==> src/rtl/mr_pkg.sv <==
// Shared state, opcode, branch-condition and control-word definitions for the
// Maquina Rudimentaria control unit.
package mr_pkg;

    typedef enum logic [2:0] {
        RST_PC = 3'd0,
        IDLE   = 3'd1,
        FETCH  = 3'd2,
        DECODE = 3'd3,
        EX_LD  = 3'd4,
        EX_ST  = 3'd5,
        EX_BR  = 3'd6,
        EX_ALU = 3'd7
    } state_t;

    localparam logic [1:0] OP_LD  = 2'b00;
    localparam logic [1:0] OP_ST  = 2'b01;
    localparam logic [1:0] OP_BR  = 2'b10;
    localparam logic [1:0] OP_ALU = 2'b11;

    localparam logic [2:0] BR  = 3'b000;
    localparam logic [2:0] BEQ = 3'b001;
    localparam logic [2:0] BL  = 3'b010;
    localparam logic [2:0] BLE = 3'b011;
    localparam logic [2:0] BNV = 3'b100;
    localparam logic [2:0] BNE = 3'b101;
    localparam logic [2:0] BG  = 3'b110;
    localparam logic [2:0] BGE = 3'b111;

    typedef struct packed {
        logic ld_ir;
        logic ld_rdir;
        logic ld_pc;
        logic mux_1_pc;
        logic reset_pc_sel;
        logic mem_w;
        logic sel_rb;
        logic ld_reg;
        logic sel_wsrc;
        logic ld_flags;
        logic instr_done;
    } ctrl_t;

endpackage

==> src/rtl/mr_branch_eval.sv <==
// Branch condition evaluation: IR[13:11] against the Z/N flags.
// Purely combinational; no state, no flow control.
module mr_branch_eval
    import mr_pkg::*;
(
    input  logic [2:0] ir_cond,
    input  logic       flag_z,
    input  logic       flag_n,
    output logic       taken
);

    always_comb begin
        taken = 1'b0;
        case (ir_cond)
            BR:      taken = 1'b1;
            BEQ:     taken = flag_z;
            BL:      taken = flag_n;
            BLE:     taken = flag_n | flag_z;
            BNV:     taken = 1'b0;
            BNE:     taken = ~flag_z;
            BG:      taken = ~flag_n & ~flag_z;
            BGE:     taken = ~flag_n;
            default: taken = 1'b0;
        endcase
    end

endmodule

==> src/rtl/mr_control.sv <==
// Control FSM for the Maquina Rudimentaria: one micro-step per clock, strobes decoded from state.
// run is honoured only in IDLE, so an instruction in progress always completes.
module mr_control
    import mr_pkg::*;
#(
    parameter logic [7:0] RESET_ADDR = 8'd0
) (
    input  logic       clk,
    input  logic       rst,
    input  logic       run,
    input  logic [1:0] ir_op,
    input  logic [2:0] ir_cond,
    input  logic       flag_z,
    input  logic       flag_n,
    output logic       ld_ir,
    output logic       ld_rdir,
    output logic       ld_pc,
    output logic       mux_1_pc,
    output logic       reset_pc_sel,
    output logic       mem_w,
    output logic       sel_rb,
    output logic       ld_reg,
    output logic       sel_wsrc,
    output logic       ld_flags,
    output logic       instr_done
);

    // RESET_ADDR is applied on the datapath pc_in mux; the sequencing here is independent of it.
    if (RESET_ADDR != 8'd0) begin : g_nonzero_reset_addr
    end

    state_t state;
    state_t state_nxt;
    ctrl_t  ctrl;
    logic   taken;

    mr_branch_eval u_branch_eval (
        .ir_cond (ir_cond),
        .flag_z  (flag_z),
        .flag_n  (flag_n),
        .taken   (taken)
    );

    always_ff @(posedge clk) begin
        if (rst) begin
            state <= RST_PC;
        end else begin
            state <= state_nxt;
        end
    end

    always_comb begin
        state_nxt = RST_PC;
        ctrl      = '0;
        case (state)
            RST_PC: begin
                ctrl.reset_pc_sel = 1'b1;
                ctrl.ld_pc        = 1'b1;
                state_nxt         = IDLE;
            end
            IDLE: begin
                state_nxt = run ? FETCH : IDLE;
            end
            FETCH: begin
                ctrl.ld_ir = 1'b1;
                ctrl.ld_pc = 1'b1;
                state_nxt  = DECODE;
            end
            DECODE: begin
                ctrl.ld_rdir = 1'b1;
                case (ir_op)
                    OP_LD:   state_nxt = EX_LD;
                    OP_ST:   state_nxt = EX_ST;
                    OP_BR:   state_nxt = EX_BR;
                    default: state_nxt = EX_ALU;
                endcase
            end
            EX_LD: begin
                ctrl.mux_1_pc   = 1'b1;
                ctrl.ld_reg     = 1'b1;
                ctrl.ld_flags   = 1'b1;
                ctrl.instr_done = 1'b1;
                state_nxt       = IDLE;
            end
            EX_ST: begin
                ctrl.mux_1_pc   = 1'b1;
                ctrl.sel_rb     = 1'b1;
                ctrl.mem_w      = 1'b1;
                ctrl.instr_done = 1'b1;
                state_nxt       = IDLE;
            end
            EX_BR: begin
                ctrl.instr_done = 1'b1;
                // A taken branch fetches its target now and goes straight to DECODE.
                if (taken) begin
                    ctrl.mux_1_pc = 1'b1;
                    ctrl.ld_ir    = 1'b1;
                    ctrl.ld_pc    = 1'b1;
                    state_nxt     = DECODE;
                end else begin
                    state_nxt = IDLE;
                end
            end
            EX_ALU: begin
                ctrl.ld_reg     = 1'b1;
                ctrl.sel_wsrc   = 1'b1;
                ctrl.ld_flags   = 1'b1;
                ctrl.instr_done = 1'b1;
                state_nxt       = IDLE;
            end
            default: state_nxt = RST_PC;
        endcase
        if (rst) begin
            ctrl = '0;
        end
    end

    assign ld_ir        = ctrl.ld_ir;
    assign ld_rdir      = ctrl.ld_rdir;
    assign ld_pc        = ctrl.ld_pc;
    assign mux_1_pc     = ctrl.mux_1_pc;
    assign reset_pc_sel = ctrl.reset_pc_sel;
    assign mem_w        = ctrl.mem_w;
    assign sel_rb       = ctrl.sel_rb;
    assign ld_reg       = ctrl.ld_reg;
    assign sel_wsrc     = ctrl.sel_wsrc;
    assign ld_flags     = ctrl.ld_flags;
    assign instr_done   = ctrl.instr_done;

endmodule

==> config.mk <==
export PLATFORM = sky130hd
export DESIGN_NAME = mr_control
export DESIGN_NICKNAME = d
export VERILOG_FILES = /design/src/rtl/mr_pkg.sv /design/src/rtl/mr_branch_eval.sv /design/src/rtl/mr_control.sv
export SDC_FILE = /design/constraint.sdc
export NUM_CORES = 1
export LEC_CHECK = 0
export BUFFER_PORTS_ARGS = -buffer_cell sky130_fd_sc_hd__buf_2
export CAP_MARGIN = 20
export CORE_MARGIN = 8
export CORE_UTILIZATION = 23
export DETAILED_ROUTE_END_ITERATION = 16
export GPL_ROUTABILITY_DRIVEN = 0
export GPL_TIMING_DRIVEN = 0
export PLACE_DENSITY = 0.48
export SLEW_MARGIN = 20
export SYNTH_ARGS = -nofsm -noshare
export SYNTH_HDL_FRONTEND = slang
export SYNTH_HIERARCHICAL = 1
export SYNTH_SLANG_ARGS = --single-unit
export TNS_END_PERCENT = 30
==> constraint.sdc <==
create_clock -name clk -period 3.6 [get_ports clk]
set_input_delay 1.08 -clock clk [delete_from_list [all_inputs] [get_ports clk]]
set_output_delay 1.08 -clock clk [all_outputs]
set_load 0.02 [all_outputs]
**After elaboration in Yosys (flattened, before gate mapping)**

Cells that the tools add are included.

- Logic and storage cells: 46
- Memories kept: 0
- Input bits: 10
- Output and inout port bits: 11
- Bits in writable memories: 0
- Bits in registers: 3
- Bits in latches: 0
- Bits in read-only memories: 0

- Shifts and indexed selects: 0
- Magnitude comparators: 0
- Eq/ne operators: 16
- Add/subtract/negate cells: 0
- $mul: 0
- Div/mod/pow operators: 0
- Mux-type cells: 17
- Reductions and logical operators: 8
- Bitwise gates (word level): 4

Operators with widths:

| operator | count |
|---|---|
| 3-bit == test, second input constant | 8 |
| 3-bit one-hot mux with 5 select lines | 1 |
| 3-bit by 2-bit == test with 1-bit output, second input constant | 4 |
| 11-bit two-way mux | 1 |
| 2-bit two-way mux | 4 |
| 1-bit one-hot mux with 8 select lines | 1 |
| 4-bit OR reduction | 2 |
| 3-bit by 1-bit == test with 1-bit output, second input constant | 2 |
| 3-bit zero test | 2 |
| 1-bit two-way mux | 6 |
| 1-bit one-hot mux with 2 select lines | 3 |
| 2-bit one-hot mux with 3 select lines | 1 |
| 2-bit OR reduction | 3 |
| 2-bit by 1-bit == test with 1-bit output, second input constant | 1 |
| 2-bit == test, second input constant | 1 |
| 2-bit zero test | 1 |
| 1-bit inverter | 2 |
| 1-bit bitwise AND | 1 |
| 1-bit OR | 1 |

**Depth between registers and ports, before layout**

Gate-level depths: netlist (run 1).

- Depth after elaboration: 6
- Gate-level depth with buffers: 6
- Depth with buffers taken out: 6

**Cells and area by module**

Netlist (run 1), hierarchy kept.

By module, submodules not included:

| module | instances | area each (um^2) | cells an instance | sequential area each (um^2) |
|---|---|---|---|---|
| mr_control | 1 | 245.2 | 33 | 60.1 |
| mr_branch_eval | 1 | 56.3 | 9 | 0.0 |

**Worst setup path after synthesis (run 1)**

Ideal clock, no wire load.

- Path kind: input port to output port
- From: input rst
- To: output sel_rb
- Setup slack: 327 ps
- Path buffers: 2
- Required time: 2520 ps
- Cell stages on the path: 6
- Arrival: 2193 ps
- Cells stage by stage: buf_2 nand2b_1 inv_1 nand2_1 nor2_1 buf_4

- Longest elaborated chain between the ends: 1

Ends and longest elaborated chain:

| item | line | RTL |
|---|---|---|
| start: declaration | mr_control.sv:9 | `input logic rst,` |
| 11-bit two-way mux | mr_control.sv:113 | `if (rst) begin` |
| end: declaration | mr_control.sv:21 | `output logic sel_rb,` |

Every way passes these cells.

**Final worst setup path (run 1)**

- From: input ir_cond[0]
- To: output ld_ir

- Longest elaborated chain between the ends: 5
- Elaborated cells between the ends (all ways): 12
- Classes of those cells: eq/ne (7); mux (4); reduce/logical (1)

Ends and longest elaborated chain:

| item | line | RTL |
|---|---|---|
| start: declaration | mr_control.sv:12 | `input logic [2:0] ir_cond,` |
| 3-bit == test (tied with other cells) | mr_branch_eval.sv:14 | `case (ir_cond)` |
| 1-bit one-hot mux with 8 select lines * | mr_branch_eval.sv:14 |  |
| named net taken | mr_control.sv:35 | `logic taken;` |
| 1-bit two-way mux * | mr_control.sv:95 | `if (taken) begin` |
| 1-bit one-hot mux with 2 select lines * | mr_control.sv:55 | `case (state)` |
| 11-bit two-way mux * | mr_control.sv:113 |  |
| end: declaration | mr_control.sv:15 | `output logic ld_ir,` |

The timed path passes the listed nets; every way through them passes the cells marked *.

==> flow_summary.html, run 1 <==
<table>
<tr><th>Metric</th><th>Value</th></tr>
<tr><th colspan="2">Status</th></tr>
<tr><td>Status</td><td>completed</td></tr>
<tr><th colspan="2">Clock tree</th></tr>
<tr><td>H-Tree Level Count</td><td>1</td></tr>
<tr><td>Worst-Skew Late Latency</td><td>0.24 ns</td></tr>
<tr><td>Number of post-CTS setup repair buffers</td><td>0</td></tr>
<tr><td>Quantity of hold-fixing buffers added after cts</td><td>0</td></tr>
<tr><td>Post_cts resized</td><td>0</td></tr>
<tr><td>Maximum count of clock buffers along a single path</td><td>2</td></tr>
<tr><td>TritonCTS Sinks</td><td>3</td></tr>
<tr><td>TritonCTS buffer count</td><td>3</td></tr>
<tr><td>TritonCTS clock tree</td><td>yes</td></tr>
<tr><td>Clock-pin slew on the worst setup and hold paths</td><td>0.04 ns</td></tr>
<tr><td>Buffer type at the clock tree root</td><td>sky130_fd_sc_hd__clkbuf_4</td></tr>
<tr><th colspan="2">Setup path</th></tr>
<tr><td>List of cells traversed by the critical path</td><td>buf_2, nor2b_1, o21ai_1, a211o_1, nor2b_1, nor4_1, buf_2</td></tr>
<tr><td>Worst EP arrival</td><td>2.13 ns</td></tr>
<tr><td>Crit end category</td><td>output pin</td></tr>
<tr><td>Maximum fanout count along the critical path</td><td>4</td></tr>
<tr><td>RR Startpoint</td><td>state[1]</td></tr>
<tr><td>Crit Reg-Reg Endpoint</td><td>state[1]</td></tr>
<tr><td>Longest individual stage delay on the worst path</td><td>0.32 ns</td></tr>
<tr><td>Category of the critical setup timing path</td><td>input pin to output pin</td></tr>
<tr><td>R2R cell count</td><td>4</td></tr>
<tr><td>Buffer and inverter count on the worst path</td><td>2</td></tr>
<tr><td>Data required time at the worst endpoint</td><td>2.52 ns</td></tr>
<tr><td>Startpoint kind of the worst setup timing path</td><td>input pin</td></tr>
<tr><td>Cell family with the largest share of critical-path delay</td><td>compound AO/OA/AOI/OAI gates</td></tr>
<tr><td>Worst R2R Setup Slack</td><td>2.52 ns</td></tr>
<tr><td>Critical Path Slowest Stage Cell</td><td>sky130_fd_sc_hd__a211o_1</td></tr>
<tr><th colspan="2">Logic synthesis</th></tr>
<tr><td>Most instantiated flip-flop cell in the synthesis netlist</td><td>sky130_fd_sc_hd__dfxtp_1</td></tr>
<tr><td>Number of cells produced by synthesis</td><td>42</td></tr>
<tr><td>Number of flip-flops and latches in the synthesized netlist</td><td>3</td></tr>
<tr><td>Portion of the post-synthesis area used by sequential elements</td><td>19.9%</td></tr>
<tr><td>Most frequently used cell type in the post-synthesis netlist</td><td>sky130_fd_sc_hd__nor2_1</td></tr>
<tr><td>Mean cell area of the mapped netlist</td><td>7.18 sq um</td></tr>
<tr><td>Top cell type by total area after synthesis</td><td>sky130_fd_sc_hd__dfxtp_1</td></tr>
<tr><td>Warnings from Yosys</td><td>6</td></tr>
<tr><td>FFs w/ async S/R, synth</td><td>0%</td></tr>
<tr><td>Ranking of synthesized cells by area</td><td>sky130_fd_sc_hd__dfxtp_1 (20%), sky130_fd_sc_hd__nand2b_1 (8.3%), sky130_fd_sc_hd__nor2_1 (6.2%), sky130_fd_sc_hd__nor2b_1 (6.2%), sky130_fd_sc_hd__a21oi_1 (5.0%)</td></tr>
<tr><td>Post-synth net total</td><td>52</td></tr>
<tr><td>Total standard cell area after synthesis</td><td>302 sq um</td></tr>
<tr><td>Number of enable flip-flop cells after synthesis</td><td>0</td></tr>
<tr><td>Unique cell type count in the Yosys netlist</td><td>22</td></tr>
<tr><td>Top cell type's share of synthesized area</td><td>19.9%</td></tr>
<tr><td>Commonest cells post-synth</td><td>sky130_fd_sc_hd__nor2_1 (5), sky130_fd_sc_hd__nand2b_1 (4)</td></tr>
<tr><th colspan="2">STA</th></tr>
<tr><td>Tightest Pin Transition</td><td>0.295 ns</td></tr>
<tr><td>Pins Over Slew Limit</td><td>0</td></tr>
<tr><td>Tcrit/Tclk final</td><td>89.3%</td></tr>
<tr><td>Highest clock rate</td><td>311 MHz</td></tr>
<tr><td>Count of final hold-check violations</td><td>0</td></tr>
<tr><td>Final setup violating endpoints</td><td>0</td></tr>
<tr><td>Tightest slew margin relative to the limit</td><td>80.3%</td></tr>
<tr><td>Final critical path time including I/O delays and setup</td><td>3.21 ns</td></tr>
<tr><td>Post-route worst setup slack</td><td>0.387 ns</td></tr>
<tr><td>Aggregate negative setup slack</td><td>0 ns</td></tr>
<tr><td>Skew final</td><td>0.00475 ns</td></tr>
<tr><td>WHS</td><td>0.671 ns</td></tr>
<tr><td>Unrepaired setup endpoints after global routing</td><td>no</td></tr>
<tr><th colspan="2">Die</th></tr>
<tr><td>Die extent in x</td><td>52.2 um</td></tr>
<tr><td>Vertical die dimension</td><td>52.2 um</td></tr>
<tr><td>Core area</td><td>0.00127 sq mm</td></tr>
<tr><td>Effective utilization at floorplan</td><td>23.8%</td></tr>
<tr><td>Rows</td><td>13</td></tr>
<tr><td>Die area</td><td>0.00273 sq mm</td></tr>
<tr><td>I/O pin count</td><td>21</td></tr>
<tr><th colspan="2">Placed design</th></tr>
<tr><td>Standard cell area after detailed placement</td><td>415 sq um</td></tr>
<tr><td>HPWL Detailed</td><td>710 um</td></tr>
<tr><td>Minimum setup slack after placement</td><td>0.391 ns</td></tr>
<tr><td>Port Buf Inserts</td><td>19</td></tr>
<tr><th colspan="2">Drt</th></tr>
<tr><td>Count of unresolved DRC violations after routing</td><td>0</td></tr>
<tr><td>Routed via count</td><td>348</td></tr>
<tr><td>Via-per-instance ratio</td><td>4.35</td></tr>
<tr><td>Routed wire length</td><td>888 um</td></tr>
<tr><td>TritonRoute pass-1 iters</td><td>4</td></tr>
<tr><td>Number of nets with antenna violations after detailed routing</td><td>0</td></tr>
<tr><td>DRC violation total after the first TritonRoute iteration</td><td>5</td></tr>
<tr><td>Mean routed wirelength per cell</td><td>11.1 um</td></tr>
<tr><th colspan="2">Min path</th></tr>
<tr><td>Start point of the worst min-delay path</td><td>state[1]</td></tr>
<tr><td>Hold WC Path Type</td><td>flip-flop to flip-flop</td></tr>
<tr><td>Hold endpoint</td><td>state[2]</td></tr>
<tr><td>Worst Hold Depth</td><td>3</td></tr>
<tr><th colspan="2">Power</th></tr>
<tr><td>Leakage component of the power</td><td>0.234 nW</td></tr>
<tr><td>Power per unit of standard cell area</td><td>308 mW/mm^2</td></tr>
<tr><td>Largest vdd supply drop</td><td>128 uV</td></tr>
<tr><th colspan="2">Cells and area</th></tr>
<tr><td>Number of nets in the layout</td><td>76</td></tr>
<tr><td>Finished Cell Area</td><td>442 sq um</td></tr>
<tr><td>Regs by FF count</td><td>state (3)</td></tr>
<tr><td>Area grow syn2layout</td><td>46.5%</td></tr>
<tr><td>Most flops, register</td><td>state</td></tr>
<tr><td>Largest register FFs</td><td>3</td></tr>
<tr><td>Diode insertion count for antenna repair</td><td>0</td></tr>
<tr><td>Ratio of cells with drive above 1 in the final layout</td><td>46.2%</td></tr>
<tr><th colspan="2">GRT</th></tr>
<tr><td>Maximum number of pins on one net before global-route repair</td><td>10</td></tr>
<tr><td>Grt ovf</td><td>0</td></tr>
<tr><td>Wire length of the first global-routing pass</td><td>1.43 mm</td></tr>
<tr><td>Number of global-route vias before repair</td><td>337</td></tr>
<tr><td>Antenna violations before repair</td><td>0</td></tr>
<tr><td>Global-route usage over all layers</td><td>6.73%</td></tr>
<tr><th colspan="2">Run</th></tr>
<tr><td>Total of max-cap violations</td><td>0</td></tr>
</table>
per-stage QoR:
stage	total power (W)	utilization (%)	std cells
finish	0.000136	34.8	80
global route	0.000148	34.8	80
CTS	0.000139	34.8	80
detailed placement	0.0000770	32.7	76
global placement	0.0000765	32.7	76
floorplan	0.0000637	-	42
worst max path at each step:
stage                from     end  slack, ns  cells after the start
2_1_floorplan         rst  sel_rb       0.33                      6
3_3_place_gp   ir_cond[0]   ld_ir       0.39                      7
3_5_place_dp   ir_cond[0]   ld_ir       0.39                      7
4_1_cts        ir_cond[0]   ld_ir       0.38                      7
5_1_grt        ir_cond[0]   ld_ir       0.30                      7
6_report       ir_cond[0]   ld_ir       0.39                      7
per-layer routing:
metal | routed length [um] | track usage, % | share of wire [%] | vias up
li1 | - | - | - | 189
met1 | 371 | 7.23 | 42 | 143
met2 | 425 | 11.6 | 48 | 16
met3 | 91 | 2.56 | 10 | 0
met4 | 0 | 2.59 | 0 | 0
met5 | 0 | 0 | 0 | -
logic make-up (layout without fill, tap and decap cells):
family / Yosys count / count (layout) / synth area share (%)
flops: 3 / 3 / 19.9
compound gates: 9 / 9 / 22.4
buf+inv: 7 / 30 / 12.4
simple gates: 22 / 22 / 42.3
xor+xnor: 1 / 1 / 2.91
worst register-to-register path: stages (launching register included):
cell and delay, ns:
sky130_fd_sc_hd__dfxtp_1 0.29, sky130_fd_sc_hd__buf_2 0.19, sky130_fd_sc_hd__inv_2 0.09, sky130_fd_sc_hd__a2111oi_2 0.31, sky130_fd_sc_hd__a31o_1 0.14
layout by cell type, fill, tap and decap left out:
cell	instances
sky130_fd_sc_hd__a211oi_1	1
sky130_fd_sc_hd__a21oi_1	3
sky130_fd_sc_hd__xor2_1	1
sky130_fd_sc_hd__nor2b_1	3
sky130_fd_sc_hd__a31o_1	1
sky130_fd_sc_hd__nor4_1	2
sky130_fd_sc_hd__o21ai_1	1
sky130_fd_sc_hd__nor3_1	1
sky130_fd_sc_hd__clkbuf_4	3
sky130_fd_sc_hd__nor3b_1	2
sky130_fd_sc_hd__o31ai_1	1
sky130_fd_sc_hd__nand3b_1	1
sky130_fd_sc_hd__inv_1	1
sky130_fd_sc_hd__a2111oi_2	1
sky130_fd_sc_hd__dfxtp_1	3
sky130_fd_sc_hd__buf_2	22
sky130_fd_sc_hd__nand2_1	3
sky130_fd_sc_hd__nand2b_4	1
sky130_fd_sc_hd__inv_2	1
sky130_fd_sc_hd__nand2b_1	4
sky130_fd_sc_hd__buf_4	2
sky130_fd_sc_hd__clkbuf_1	1
sky130_fd_sc_hd__nor2_1	5
sky130_fd_sc_hd__a211o_1	1
where the power goes:
group / switching [W] / internal, W
logic: 0.0000228 / 0.0000168
registers: 0.000000706 / 0.0000356
clock network: 0.0000185 / 0.0000416
total: 0.0000420 / 0.0000941
layout make-up:
class | instances | area, sq um
sequential | 3 | 60.1
clock buffer | 4 | 26.3
fill | 158 | 827
timing repair buffer | 19 | 95.1
multi-input combinational | 32 | 204
tap | 15 | 18.8
buffer | 5 | 30.0
inverter | 2 | 7.51
(Power assumes the default switching activity.)
==> run 2: changes to the inputs <==
Settings changed: CAP_MARGIN 20 to 5, CELL_PAD_IN_SITES_DETAIL_PLACEMENT set to 0, CELL_PAD_IN_SITES_GLOBAL_PLACEMENT set to 2, CORE_ASPECT_RATIO set to 1.2, CORE_UTILIZATION 23 to 19, PLACE_DENSITY 0.48 to 0.74.
==> flow_summary.html, run 2 (synthesized netlist as in run 1, its figures left out) <==
<table>
<tr><th>Metric</th><th>Value</th></tr>
<tr><th colspan="2">STA</th></tr>
<tr><td>Count of final hold-check violations</td><td>0</td></tr>
<tr><td>Tcrit/Tclk final</td><td>89.3%</td></tr>
<tr><td>Tightest slew margin relative to the limit</td><td>80.2%</td></tr>
<tr><td>Skew final</td><td>0.00515 ns</td></tr>
<tr><td>WHS</td><td>0.671 ns</td></tr>
<tr><td>Tightest Pin Transition</td><td>0.296 ns</td></tr>
<tr><td>Final setup violating endpoints</td><td>0</td></tr>
<tr><td>Post-route worst setup slack</td><td>0.384 ns</td></tr>
<tr><td>Pins Over Slew Limit</td><td>0</td></tr>
<tr><td>Aggregate negative setup slack</td><td>0 ns</td></tr>
<tr><td>Unrepaired setup endpoints after global routing</td><td>no</td></tr>
<tr><td>Highest clock rate</td><td>311 MHz</td></tr>
<tr><td>Final critical path time including I/O delays and setup</td><td>3.22 ns</td></tr>
<tr><th colspan="2">Drt</th></tr>
<tr><td>Number of nets with antenna violations after detailed routing</td><td>0</td></tr>
<tr><td>Via-per-instance ratio</td><td>4.40</td></tr>
<tr><td>Mean routed wirelength per cell</td><td>10.9 um</td></tr>
<tr><td>TritonRoute pass-1 iters</td><td>3</td></tr>
<tr><td>Count of unresolved DRC violations after routing</td><td>0</td></tr>
<tr><td>DRC violation total after the first TritonRoute iteration</td><td>2</td></tr>
<tr><td>Routed via count</td><td>361</td></tr>
<tr><td>Routed wire length</td><td>897 um</td></tr>
<tr><th colspan="2">Run</th></tr>
<tr><td>Total of max-cap violations</td><td>0</td></tr>
<tr><th colspan="2">Cells and area</th></tr>
<tr><td>Most flops, register</td><td>state</td></tr>
<tr><td>Commonest cells after routing, fill and taps aside</td><td>sky130_fd_sc_hd__buf_2 (22), sky130_fd_sc_hd__nor2_1 (5), sky130_fd_sc_hd__nand2b_1 (4)</td></tr>
<tr><td>Ratio of cells with drive above 1 in the final layout</td><td>46.2%</td></tr>
<tr><td>Regs by FF count</td><td>state (3)</td></tr>
<tr><td>Commonest non-fill, non-tap cell in the layout</td><td>sky130_fd_sc_hd__buf_2</td></tr>
<tr><td>Largest register FFs</td><td>3</td></tr>
<tr><td>Finished Cell Area</td><td>444 sq um</td></tr>
<tr><td>Count of filler cells inserted in the layout</td><td>178</td></tr>
<tr><td>Number of nets in the layout</td><td>76</td></tr>
<tr><td>Area grow syn2layout</td><td>47.3%</td></tr>
<tr><td>Diode insertion count for antenna repair</td><td>0</td></tr>
<tr><th colspan="2">Min path</th></tr>
<tr><td>Hold WC Path Type</td><td>flip-flop to flip-flop</td></tr>
<tr><td>Worst Hold Depth</td><td>3</td></tr>
<tr><td>Start point of the worst min-delay path</td><td>state[1]</td></tr>
<tr><td>Hold endpoint</td><td>state[2]</td></tr>
<tr><th colspan="2">Clock tree</th></tr>
<tr><td>Maximum count of clock buffers along a single path</td><td>2</td></tr>
<tr><td>Quantity of hold-fixing buffers added after cts</td><td>0</td></tr>
<tr><td>H-Tree Level Count</td><td>1</td></tr>
<tr><td>Number of post-CTS setup repair buffers</td><td>0</td></tr>
<tr><td>Buffer type at the clock tree root</td><td>sky130_fd_sc_hd__clkbuf_4</td></tr>
<tr><td>Clock-pin slew on the worst setup and hold paths</td><td>0.04 ns</td></tr>
<tr><td>Worst-Skew Late Latency</td><td>0.24 ns</td></tr>
<tr><td>TritonCTS buffer count</td><td>3</td></tr>
<tr><td>TritonCTS Sinks</td><td>3</td></tr>
<tr><td>TritonCTS clock tree</td><td>yes</td></tr>
<tr><td>Post_cts resized</td><td>0</td></tr>
<tr><th colspan="2">Placed design</th></tr>
<tr><td>Standard cell area after detailed placement</td><td>418 sq um</td></tr>
<tr><td>Port Buf Inserts</td><td>19</td></tr>
<tr><td>Minimum setup slack after placement</td><td>0.376 ns</td></tr>
<tr><td>HPWL Detailed</td><td>710 um</td></tr>
<tr><th colspan="2">Power</th></tr>
<tr><td>Power per unit of standard cell area</td><td>309 mW/mm^2</td></tr>
<tr><td>Largest vdd supply drop</td><td>188 uV</td></tr>
<tr><td>Leakage component of the power</td><td>0.234 nW</td></tr>
<tr><th colspan="2">GRT</th></tr>
<tr><td>Grt ovf</td><td>0</td></tr>
<tr><td>Wire length of the first global-routing pass</td><td>1.55 mm</td></tr>
<tr><td>Antenna violations before repair</td><td>0</td></tr>
<tr><td>Number of global-route vias before repair</td><td>388</td></tr>
<tr><td>Global-route usage over all layers</td><td>6.50%</td></tr>
<tr><td>Maximum number of pins on one net before global-route repair</td><td>10</td></tr>
<tr><th colspan="2">Die</th></tr>
<tr><td>Die area</td><td>0.00312 sq mm</td></tr>
<tr><td>Vertical die dimension</td><td>59.6 um</td></tr>
<tr><td>Die extent in x</td><td>52.4 um</td></tr>
<tr><td>Rows</td><td>15</td></tr>
<tr><td>Effective utilization at floorplan</td><td>20.6%</td></tr>
<tr><td>I/O pin count</td><td>21</td></tr>
<tr><td>Core area</td><td>0.00146 sq mm</td></tr>
<tr><th colspan="2">Setup path</th></tr>
<tr><td>Category of the critical setup timing path</td><td>input pin to output pin</td></tr>
<tr><td>Worst EP arrival</td><td>2.14 ns</td></tr>
<tr><td>Maximum fanout count along the critical path</td><td>3</td></tr>
<tr><td>RR Startpoint</td><td>state[1]</td></tr>
<tr><td>Worst R2R Setup Slack</td><td>2.51 ns</td></tr>
<tr><td>Crit end category</td><td>output pin</td></tr>
<tr><td>Startpoint kind of the worst setup timing path</td><td>input pin</td></tr>
<tr><td>R2R cell count</td><td>4</td></tr>
<tr><td>Crit Reg-Reg Endpoint</td><td>state[1]</td></tr>
<tr><td>Data required time at the worst endpoint</td><td>2.52 ns</td></tr>
<tr><th colspan="2">Status</th></tr>
<tr><td>Status</td><td>completed</td></tr>
</table>
==> run 2: cell counts in the layout (fill, tap and decap cells not counted) <==
No cell type changed its count.
==> run 2: worst max path at each step <==
stage | from | endpoint | slack, ns
final | flag_z | ld_pc | 0.38
after global routing | ir_cond[2] | ld_pc | 0.31
after CTS | ir_cond[0] | ld_ir | 0.37
after detailed placement | ir_cond[0] | ld_ir | 0.38
after global placement | flag_z | ld_pc | 0.33
after floorplan | rst | sel_rb | 0.33
==> run 2: area by class of cell <==
type	instances	area (sq um)	area share (%)
Multi-Input combinational cell	32	204	45.9
Timing Repair Buffer	19	95.1	21.4
Sequential cell	3	60.1	13.5
Buffer	5	30.0	6.76
Clock buffer	4	26.3	5.92
Tap cell	17	21.3	4.79
Inverter	2	7.51	1.69
==> run 2: through the flow <==
stage               std cells  util (%)  power [W]
CTS                        82      30.3   0.000141
global route               82      30.3   0.000148
detailed placement         78      28.5  0.0000771
finish                     82      30.3   0.000137
floorplan                  42         -  0.0000637
global placement           78      28.5  0.0000773
==> run 2: routing by layer <==
layer,global-route usage [%],wire (um),vias to the layer above
met1,6.76,371,154
met2,10.0,377,17
met3,3.02,123,2
met4,4.44,24,0
met5,0,0,-
li1,-,-,188
==> run 2: worst max-delay path, cell delays in order <==
cell and delay (ns):
sky130_fd_sc_hd__buf_2 0.11, sky130_fd_sc_hd__nor2b_1 0.12, sky130_fd_sc_hd__o21ai_1 0.14, sky130_fd_sc_hd__a211o_1 0.18, sky130_fd_sc_hd__nand2_1 0.06, sky130_fd_sc_hd__a211oi_1 0.24, sky130_fd_sc_hd__buf_2 0.21
==> run 2: power breakdown <==
group / leakage, nW / internal [W] / switching, W
Combinational: 0.195 / 0.0000169 / 0.0000230
Sequential: 0.0247 / 0.0000356 / 0.000000711
Clock: 0.0150 / 0.0000417 / 0.0000194
